## config.mk

```make
export PLATFORM = sky130hd
export DESIGN_NAME = sa_operand_feeder
export DESIGN_NICKNAME = d
export VERILOG_FILES = /design/src/rtl/sa_operand_feeder.sv
export SDC_FILE = /design/constraint.sdc
export NUM_CORES = 1
export LEC_CHECK = 0
export ABC_AREA = 1
export BUFFER_PORTS_ARGS = -buffer_cell sky130_fd_sc_hd__buf_2
export CAP_MARGIN = 5
export CORE_MARGIN = 1.5
export CORE_UTILIZATION = 40
export DETAILED_ROUTE_END_ITERATION = 12
export HOLD_SLACK_MARGIN = 0.1
export SLEW_MARGIN = 20
export SYNTH_ARGS = -nofsm -noshare
export SYNTH_HDL_FRONTEND = slang
export SYNTH_SLANG_ARGS = --single-unit
```

## constraint.sdc

```tcl
create_clock -name i_clk -period 6.05 [get_ports i_clk]
set_input_delay 1.815 -clock i_clk [delete_from_list [all_inputs] [get_ports i_clk]]
set_output_delay 1.815 -clock i_clk [all_outputs]
set_load 0.1 [all_outputs]
```

## src/rtl/sa_operand_feeder.sv

```systemverilog
// Operand sequencer feeding a systolic array: holds 3x3 matrices A and B and
// streams column k of A with row k of B as packed beats, then waits out drain.
module sa_operand_feeder #(
    parameter int DATA_W    = 8,
    parameter int N         = 3,
    parameter int DRAIN_CYC = 7
) (
    input  logic                  i_clk,
    input  logic                  i_rst_n,
    input  logic                  i_wr_en,
    input  logic                  i_wr_sel,
    input  logic [3:0]            i_wr_addr,
    input  logic [DATA_W-1:0]     i_wr_data,
    input  logic                  i_start,
    output logic [N*DATA_W-1:0]   o_A,
    output logic [N*DATA_W-1:0]   o_B,
    output logic                  o_push,
    output logic                  o_busy,
    output logic                  o_done
);

    localparam int NE   = N * N;
    localparam int K_W  = (N > 1) ? $clog2(N) : 1;
    localparam int DC_W = $clog2(DRAIN_CYC + 1);

    typedef enum logic [1:0] {
        S_IDLE,
        S_STREAM,
        S_DRAIN,
        S_DONE
    } state_t;

    state_t                state_q;
    logic [K_W-1:0]        k_q;
    logic [DC_W-1:0]       drain_q;
    logic [N*DATA_W-1:0]   a_out_q;
    logic [N*DATA_W-1:0]   b_out_q;
    logic                  push_q;
    logic                  busy_q;
    logic                  done_q;

    logic [DATA_W-1:0]     a_q [NE];
    logic [DATA_W-1:0]     b_q [NE];

    logic [N*DATA_W-1:0]   beat_a_d;
    logic [N*DATA_W-1:0]   beat_b_d;
    logic                  wr_ok;

    // Storage only changes in IDLE, so a running sequence always sees a stable snapshot.
    assign wr_ok = i_wr_en && (state_q == S_IDLE) && (i_wr_addr < 4'(NE));

    // NOTE: the operand arrays are small register files, so they are cleared on
    // reset like any other state; a RAM macro could not be reset this way.
    always_ff @(posedge i_clk or negedge i_rst_n) begin
        if (!i_rst_n) begin
            a_q <= '{default: '0};
            b_q <= '{default: '0};
        end else if (wr_ok) begin
            if (i_wr_sel) begin
                b_q[i_wr_addr] <= i_wr_data;
            end else begin
                a_q[i_wr_addr] <= i_wr_data;
            end
        end
    end

    // Beat k: lane i of A carries A[i][k], lane j of B carries B[k][j].
    always_comb begin
        beat_a_d = '0;
        beat_b_d = '0;
        for (int i = 0; i < N; i++) begin
            beat_a_d[i*DATA_W +: DATA_W] = a_q[4'(i * N) + 4'(k_q)];
            beat_b_d[i*DATA_W +: DATA_W] = b_q[4'(k_q) * 4'(N) + 4'(i)];
        end
    end

    // NOTE: all sequential state uses non-blocking assignments so every register
    // samples pre-edge values regardless of statement order.
    always_ff @(posedge i_clk or negedge i_rst_n) begin
        if (!i_rst_n) begin
            state_q <= S_IDLE;
            k_q     <= '0;
            drain_q <= '0;
            a_out_q <= '0;
            b_out_q <= '0;
            push_q  <= 1'b0;
            busy_q  <= 1'b0;
            done_q  <= 1'b0;
        end else begin
            // Beat data defaults to zero so nothing stale shows between pushes.
            push_q  <= 1'b0;
            done_q  <= 1'b0;
            a_out_q <= '0;
            b_out_q <= '0;
            case (state_q)
                S_IDLE: begin
                    if (i_start) begin
                        state_q <= S_STREAM;
                        k_q     <= '0;
                        busy_q  <= 1'b1;
                    end
                end
                S_STREAM: begin
                    push_q  <= 1'b1;
                    a_out_q <= beat_a_d;
                    b_out_q <= beat_b_d;
                    if (k_q == K_W'(N - 1)) begin
                        k_q     <= '0;
                        drain_q <= '0;
                        state_q <= S_DRAIN;
                    end else begin
                        k_q <= k_q + K_W'(1);
                    end
                end
                S_DRAIN: begin
                    if (drain_q == DC_W'(DRAIN_CYC - 1)) begin
                        drain_q <= '0;
                        done_q  <= 1'b1;
                        state_q <= S_DONE;
                    end else begin
                        drain_q <= drain_q + DC_W'(1);
                    end
                end
                S_DONE: begin
                    busy_q  <= 1'b0;
                    state_q <= S_IDLE;
                end
                default: begin
                    busy_q  <= 1'b0;
                    state_q <= S_IDLE;
                end
            endcase
        end
    end

    assign o_A    = a_out_q;
    assign o_B    = b_out_q;
    assign o_push = push_q;
    assign o_busy = busy_q;
    assign o_done = done_q;

endmodule

```

Word level (Yosys, flattened, before mapping)
Cells that the tools add are included.

Register bits: 202. Input port bits: 17. Output and inout bits: 51.

$add $sub $neg: 6. Multiply operators: 1. Order comparisons: 9. Eq/ne operators: 8. Mux-type cells: 39. Bitwise operators: 8. Reduce and logical (&&, ||, !) cells: 13.

Operator list (count): $bmux 8 s4 (6); $bwmux 72 (2); $mux 8 (13); $mux 24 (2); $ge 5x5->1 const B (7); $demux 8 s4 (1); $not 4->5 (5); $mux 2 (5); $reduce_and 2->1 (5); $pmux 2 s4 (1); $eq 2x2->1 const B (3); $mux 3 (2); $ne 2x2->1 const B (3); $pmux 3 s2 (1); $reduce_bool 2->1 (3); $lt 5x1->1 const B (1); $not 2->5 (1); $not 3->5 (1); $add 3x2->4 const A (1); $add 4x1->4 const B (1); $add 4x2->4 const B (1); $lt 4x4->1 const B (1); $mul 2x2->4 const B (1); $mux 1 (4); 11 further kinds (13).

Depth between registers and ports, before layout
Gate-level depths: netlist of the first run.

Depth in word-level cells: 7. Gate-level depth with buffers: 13.

Worst setup path after synthesis of the first run
OpenSTA, ideal clock, no wires.

Kind: input to register. Start point: input port i_wr_addr[0]. End point: register a_q[62] (netlist name). Library setup time: 0.130 ns. Data arrival time: 2.720 ns. Setup slack: 3.200 ns. Stages: 9. Cells stage by stage: inv_2 > nand3_2 > nand2_1 > nand2_4 > nor2_8 > nand2_2 > buf_4 > nand2_1 > o21ai_2.

Word-level cells in the longest chain between the ends: 6. Elaborated cells between the ends (all ways): 10. Those cells by class: order compare: 3; mux: 3; bitwise: 1; reduce/logical: 3.

RTL lines: start, declared (RTL line 12) `input logic [3:0] i_wr_addr,`; $not 4->5 (implied by the code) (RTL line 62) `a_q[i_wr_addr] <= i_wr_data;`; $ge 5x5->1 (implied by the code) or $lt 5x1->1 (tied branches) (RTL line 62); $logic_and 1x1->1 (implied by the code) (RTL line 62); $mux 8 (implied by the code) (RTL line 62); $demux 8 s4 (RTL line 62); $bwmux 72 (RTL line 62); end signal, assigned by index (RTL line 62); end, declared (RTL line 42) `logic [DATA_W-1:0] a_q [NE];`.

Parallel ways exist; a longest one is shown, timed or not. A chain may end at the register's enable or synchronous reset.

Final worst setup path of the first run
Start point: register k_q[1]. End point: register a_out_q[11] (netlist: o_A[11]).

Word-level cells in the longest chain between the ends: 6.

RTL lines: start, declared (RTL line 34) `logic [K_W-1:0] k_q;`; start signal, assigned (RTL line 112) `k_q <= k_q + K_W'(1);`; $add 2x2->3 (RTL line 72) `beat_a_d[i*DATA_W +: DATA_W] = a_q[4'(i * N) + 4'(k_q)];`; $not 3->5 (implied by the code) (RTL line 72); $bmux 8 s4 (RTL line 72); $mux 8 (implied by the code) (2 in series) (RTL line 72); $mux 24 (RTL line 95) `case (state_q)`; end signal, assigned (RTL line 105) `a_out_q <= beat_a_d;`; end, declared (RTL line 36) `logic [N*DATA_W-1:0] a_out_q;`.

Every way passes these cells. The select of a mux whose other input is x is not followed.

==> results_dict.tcl, run 1 <==
set metrics [dict create \
    end_kind "flip-flop" \
    io_pins 68 \
    status "finished clean" \
    setup_viol_count_final 0 \
    cts.sinks 202 \
    reg2reg_slack_ns 2.72 \
    cp_top_family "simple AND/OR/NAND/NOR gates" \
    slowest_delay_ns 0.80 \
    synthArstFlopShare_pct 100.0 \
    critPathRequiredTime_ns 6.48 \
    slowest_stage "dfrtp_1" \
    ys_seq_area_share_pct 51.91 \
    cts_tree "yes" \
    synth_area_per_cell_um2 8.308 \
    startpoint_type "flip-flop" \
    worstSetupPathDepth 9 \
    grt_max_degree 109 \
    powerDensity_nw_per_um2 480.8 \
    regToRegEndpoint "o_A[11]$_DFF_PN0_" \
    drc 0 \
    clk_latency_ns 0.51 \
    syn-num-nets 1199 \
    crit_fanout 34 \
    vias_per_cell 5.201 \
    ant_nets 0 \
    layout-drive-gt1-share_pct 15.21 \
    core.rowCount 56 \
    path_class "flip-flop to flip-flop" \
    drt-initial-drc-count 742 \
    postCtsSetupBuffers 0 \
    setup_tns_ns 0 \
    synth-edff-count 0 \
    stdcell_area_um2 10910 \
    grt.overflow.total 0 \
    maxSlewHeadroom_pct 30.73 \
    fin_hold_ws_ns 0.4826 \
    numPortBuffers 67 \
    crit_arrival_ns 3.76 \
    initial_core_util_pct 41.11 \
    tightest_slew_ns 1.038 \
    antenna_found_initial 1 \
    vdd.ir_drop.worst_mv 0.2246 \
    max_cap_violations 0 \
    path_buf_inv 3 \
    holdBufCountCts 0 \
    yosys_register_bits 202 \
    rr_startpoint "k_q[1]$_DFFE_PN0P_" \
    place_area_um2 10180 \
    cts_buffers 23 \
    synth_area_um2 9737 \
    path_clk_slew_ns 0.06 \
    ys_top_cells_by_area "dfrtp_1 52%, nand2_1 15%, o21ai_0 4.2%, o21ai_2 4.1%, nand3_1 3.7%" \
    wl_per_cell_um 17.92 \
    grt_use_total_pct 21.88 \
    rsz0062_at_grt "no" \
    htreeDepth 1 \
    cpMostUsedCell "nor2_1" \
    postSynthCellCount 1172 \
    cts-root-buf "clkbuf_16" \
    fmax_ghz 0.3005 \
    syn_to_final_growth_pct 12.03 \
    yosysTopAreaCellShare_pct 51.91 \
    crit_chain "clkinv_1 > ha_1 > buf_4 > inv_1 > nor2_4 > nand2_1 > o2111ai_1 > nor2_1 > nor2_1" \
    rr_worst_depth 9 \
    holdPathEnd "b_q[44]$_DFFE_PN0P_" \
    ys.flop_type "dfrtp_1" \
    hold_class "flip-flop to flip-flop" \
    grt_pass1_vias 7386 \
    gp_congestion 0.8284 \
    p_leak_nw 5.260 \
    cts_resized 0 \
    nets 1237 \
    diodes 0 \
    vias 8020 \
    die_y_um 159.0 \
    fp.dieArea_um2 25290 \
    first_pass_iters 5 \
    cts.path.max_buffers 3 \
    grt_pass1_wl_um 43880 \
    synth.distinct_cells 32 \
    synth_area_leader_cell "dfrtp_1" \
    dp.final_hpwl_um 18170 \
    drv_slew 0 \
    hold_depth 2 \
    period_minus_slack_ns 3.327 \
    fin_crit_sh_pct 55.00 \
    core_area_um2 23680 \
    yosysWarnings 0 \
    min_from "b_q[44]$_DFFE_PN0P_" \
    fp.dieW_um 159.0 \
    finalHoldViolations 0 \
    fin_skew_ns 0.01298 \
    wl_um 27630 \
]
==> power by group <==
part           leakage, nW  switching [mW]  total, mW  internal (mW)
clock network        0.356           0.539       1.35          0.809
logic                 2.14            1.65       2.15          0.502
registers             2.77           0.164       1.75           1.58
==> state kept, by name (all words and copies together), names as in the netlist <==
register  flops
a_q          72
o_done        1
b_q          72
k_q           2
state_q       2
o_push        1
o_A          24
o_busy        1
o_B          24
drain_q       3
==> cell usage in the layout, fill, tap and decap left out, drive strengths merged, types with 3 or more instances in the layout <==
master  count
buf        76
a41oi       8
nor2       75
clkbuf     36
o211ai      9
inv        72
nor3       13
a21oi      33
nand3      73
nand2     400
a22oi       9
clkinv      3
nand4      12
dfrtp     202
o21ai     186
ha         10
==> worst register-to-register path: cells and delay by family, from the launching register on <==
family	cells	cell delay (ns)
compound gates	1	0.14
buf+inv	3	0.98
fa+ha+maj	1	0.33
flops	1	0.80
simple gates	4	1.02
==> worst max-delay path by stage <==
| stage | endpoint | from | slack (ns) |
|---|---|---|---|
| after floorplan | a_q[62]$_DFFE_PN0P_ | i_wr_addr[0] | 3.20 |
| after global placement | o_A[12]$_DFF_PN0_ | k_q[1]$_DFFE_PN0P_ | 2.59 |
| after detailed placement | o_A[12]$_DFF_PN0_ | k_q[1]$_DFFE_PN0P_ | 2.43 |
| after CTS | o_A[11]$_DFF_PN0_ | k_q[1]$_DFFE_PN0P_ | 2.41 |
| after global routing | o_A[12]$_DFF_PN0_ | k_q[1]$_DFFE_PN0P_ | 2.50 |
| final | o_A[11]$_DFF_PN0_ | k_q[1]$_DFFE_PN0P_ | 2.72 |
==> synthesized netlist by cell type, types with 3 or more instances <==
library cell,number
a21oi_1,33
a22oi_1,9
a41oi_1,8
buf_2,20
buf_4,9
buf_6,10
clkbuf_1,23
dfrtp_1,202
ha_1,10
inv_1,65
inv_2,7
nand2_1,385
nand2_2,13
nand3_1,72
nand4_1,12
nor2_1,71
nor3_1,10
nor3_2,3
o211ai_1,9
o21ai_0,81
o21ai_1,59
o21ai_2,46
==> cell families after synthesis <==
group                    Yosys count  share of synthesized area, %
AO/OA/AOI/OAI                    249                         15.47
XOR/XNOR                           1                       0.08997
adder cells (fa/ha/maj)           10                         1.285
buffers and inverters            137                         6.656
flip-flops                       202                         51.91
AND/OR/NAND/NOR                  573                         24.58
==> stage by stage <==
| stage | std cells | setup slack, ns | total power [mW] | util, % |
|---|---|---|---|---|
| global route | 1542 | 2.500 | 5.549 | 46.06 |
| global placement | 1504 | 2.594 | 3.860 | 42.99 |
| floorplan | 1172 | 3.200 | 3.358 | - |
| CTS | 1542 | 2.408 | 5.239 | 46.04 |
| detailed placement | 1504 | 2.429 | 3.884 | 42.99 |
| finish | 1542 | 2.723 | 5.244 | 46.06 |
==> cell type report <==
class	count	area, um^2
Timing Repair Buffer	77	419.2
Fill cell	2414	12770
Sequential cell	202	5056
Clock buffer	35	680.7
Multi-Input combinational cell	833	4039
Inverter	73	274.0
Clock inverter	3	40.04
Tap cell	319	399.1
==> per-layer routing <==
layer  vias up  wire length [um]  track usage [%]
met4         2               432            4.631
met2       268             11210            30.92
met1      3794             14000            34.75
met5         -                12                0
met3        36              1969            3.647
li1       3920                 -                -
No activity file was read; power rests on OpenSTA's default activity.
==> run 2: changes to the inputs <==
--- a/config.mk
+++ b/config.mk
@@ -5,7 +5,7 @@
 export SDC_FILE = /design/constraint.sdc
 export NUM_CORES = 1
 export LEC_CHECK = 0
-export ABC_AREA = 1
+export ABC_AREA = 0
 export BUFFER_PORTS_ARGS = -buffer_cell sky130_fd_sc_hd__buf_2
 export CAP_MARGIN = 5
 export CORE_MARGIN = 1.5
==> constraint.sdc (replaced) <==
create_clock -name i_clk -period 3.33 [get_ports i_clk]
set_input_delay 0.999 -clock i_clk [delete_from_list [all_inputs] [get_ports i_clk]]
set_output_delay 0.999 -clock i_clk [all_outputs]
set_load 0.1 [all_outputs]
==> run 2 against run 1 <==
Effect of this change: cell area is 5.0% higher; sequential cell count did not move; clock power increased by 100%; global-route usage down 2.6 points; via count decreased by 23%; sequential share of layout area is 2.2 points lower; synthesized area is 1.6% higher; die area rose by 1.5%; final cell count shrank 29%; count of clock-buffer cells in the layout down 4; non-clock buffer count grew 13; hold slack better by 0.020 ns; highest routed layer is now met4.
==> results_dict.tcl, run 2 <==
set metrics [dict create \
    ys.flop_type "dfrtp_1" \
    gp_congestion 0.7915 \
    rr_worst_depth 6 \
    vdd.ir_drop.worst_mv 0.7774 \
    drv_slew 0 \
    ys_seq_area_share_pct 51.11 \
    ys_top_cells_by_area "dfrtp_1 51%, mux2_2 18%, mux4_2 11%, mux2i_1 2.9%, ha_1 1.3%" \
    postSynthCellCount 689 \
    path_clk_slew_ns 0.06 \
    initial_core_util_pct 40.67 \
    synthTopCellsByCount "202 x dfrtp_1, 156 x mux2_2, 48 x mux4_2" \
    regToRegEndpoint "o_B[18]$_DFF_PN0_" \
    maxSlewHeadroom_pct 25.16 \
    first_pass_iters 4 \
    grt_use_total_pct 19.27 \
    slowest_stage "nor4bb_1" \
    finalHoldViolations 0 \
    ant_nets 0 \
    crit_chain "clkinv_1 > ha_4 > nor4bb_1 > buf_4 > nand3_1 > o31ai_1" \
    synth_area_per_cell_um2 14.36 \
    dp.final_hpwl_um 15910 \
    largestRegisters "a_q (72), b_q (72)" \
    syn-num-nets 716 \
    period_minus_slack_ns 2.765 \
    clk_latency_ns 0.52 \
    synthArstFlopShare_pct 100.0 \
    diodes 0 \
    yosys_register_bits 202 \
    rsz0062_at_grt "no" \
    io_pins 68 \
    cts.sinks 202 \
    setup_ws_ns 0.5649 \
    grt_max_degree 67 \
    post-place-ws_ns 0.5862 \
    fp.dieArea_um2 25680 \
    max_cap_violations 0 \
    syn_to_final_growth_pct 15.80 \
    cts_resized 0 \
    cts_tree "yes" \
    cts.path.max_buffers 3 \
    numPortBuffers 67 \
    rr_startpoint "k_q[0]$_DFFE_PN0P_" \
    p_leak_nw 5.408 \
    drc 0 \
    crit_fanout 20 \
    vias_per_cell 5.591 \
    htreeDepth 1 \
    final_cell_mix "201 x dfrtp_1, 156 x mux2_2, 66 x buf_2, 48 x mux4_2, 29 x mux2i_1" \
    nets 785 \
    die_y_um 160.2 \
    grt.overflow.total 0 \
    cts-root-buf "clkbuf_16" \
    path_class "flip-flop to flip-flop" \
    fin_skew_ns 0.02394 \
    holdBufCountCts 0 \
    postCtsSetupBuffers 0 \
    wl_per_cell_um 21.86 \
    setup_tns_ns 0 \
    end_kind "flip-flop" \
    status "finished clean" \
    cts_buffers 23 \
    hold_class "input pin to async pin" \
    core.rowCount 57 \
    powerDensity_nw_per_um2 898.5 \
    tightest_slew_ns 1.108 \
    yosysMostFrequentCell "dfrtp_1" \
    vias 6144 \
    fp.dieW_um 160.2 \
    synth_area_leader_cell "dfrtp_1" \
    layout-drive-gt1-share_pct 47.74 \
    reg2reg_slack_ns 0.56 \
    critPathRequiredTime_ns 3.74 \
    grt_pass1_wl_um 38460 \
    synth_area_um2 9891 \
    wl_um 24020 \
    final_common_cell "dfrtp_1" \
    antenna_found_initial 0 \
    synth.distinct_cells 51 \
    fin_crit_sh_pct 83.04 \
    synth-edff-count 0 \
    yosysTopAreaCellShare_pct 51.11 \
    yosysWarnings 0 \
    drt-initial-drc-count 305 \
    fmax_ghz 0.3617 \
    grt_pass1_vias 6608 \
    setup_viol_count_final 0 \
    startpoint_type "flip-flop" \
    crit_arrival_ns 3.17 \
    slowest_delay_ns 0.97 \
    core_area_um2 24320 \
]
## run 2: cells by family after synthesis
logic type               count (synthesis)  synth area share, %
flip-flops                             202                51.11
AO/OA/AOI/OAI                           55                4.162
AND/OR/NAND/NOR                        125                7.780
buffers and inverters                   55                2.758
multiplexers                           241                32.84
adder cells (fa/ha/maj)                 10                1.265
XOR/XNOR                                 1              0.08857
## run 2: critical path: cells and delay by family, from the launching register on
family          cells  cell delay, ns
simple gates        2            1.05
flops               1            0.59
buf+inv             2            0.49
fa+ha+maj           1            0.42
compound gates      1            0.09
## run 2: worst max path at each step
stage,startpoint,end,cells past startpoint
after floorplan,k_q[1]$_DFFE_PN0P_,o_B[5]$_DFF_PN0_,9
after global placement,i_wr_addr[2],a_q[59]$_DFFE_PN0P_,4
after detailed placement,k_q[0]$_DFFE_PN0P_,o_B[18]$_DFF_PN0_,6
after CTS,k_q[0]$_DFFE_PN0P_,o_B[18]$_DFF_PN0_,6
after global routing,k_q[0]$_DFFE_PN0P_,o_B[18]$_DFF_PN0_,6
final,k_q[0]$_DFFE_PN0P_,o_B[18]$_DFF_PN0_,6
## run 2: report_power, final
group | internal [mW] | leakage [nW] | total, mW | switching, mW
clock network | 1.72 | 0.413 | 2.74 | 1.02
registers | 3.08 | 2.74 | 3.55 | 0.474
logic | 1.57 | 2.26 | 4.00 | 2.43
total | 6.37 | 5.41 | 10.3 | 3.92
## run 2: cell type report
cell class,count,area [um^2]
timing repair buffer,90,541.8
sequential,202,5059
multi-input combinational,432,4576
fill,2096,12870
clock inverter,11,172.7
inverter,9,33.78
tap,324,405.4
clock buffer,31,665.6
## run 2: per-stage QoR
step | instances | power, mW | utilization, % | cell area [um^2] | hold slack (ns)
floorplan | 689 | 6.674 | - | 9891 | 0.4737
global placement | 1057 | 7.484 | 43.65 | 10620 | 0.4824
detailed placement | 1057 | 7.602 | 43.65 | 10620 | 0.4903
CTS | 1099 | 10.37 | 47.10 | 11450 | 0.4983
global route | 1099 | 10.80 | 47.10 | 11450 | 0.5183
finish | 1099 | 10.29 | 47.10 | 11450 | 0.5028
## run 2: per-layer routing
layer,vias to the layer above,routed length (um),GRT usage (%)
met4,0,628,6.627
met2,150,11690,31.82
met5,-,0,0
met3,45,1254,2.961
met1,3240,10450,25.96
li1,2709,-,-
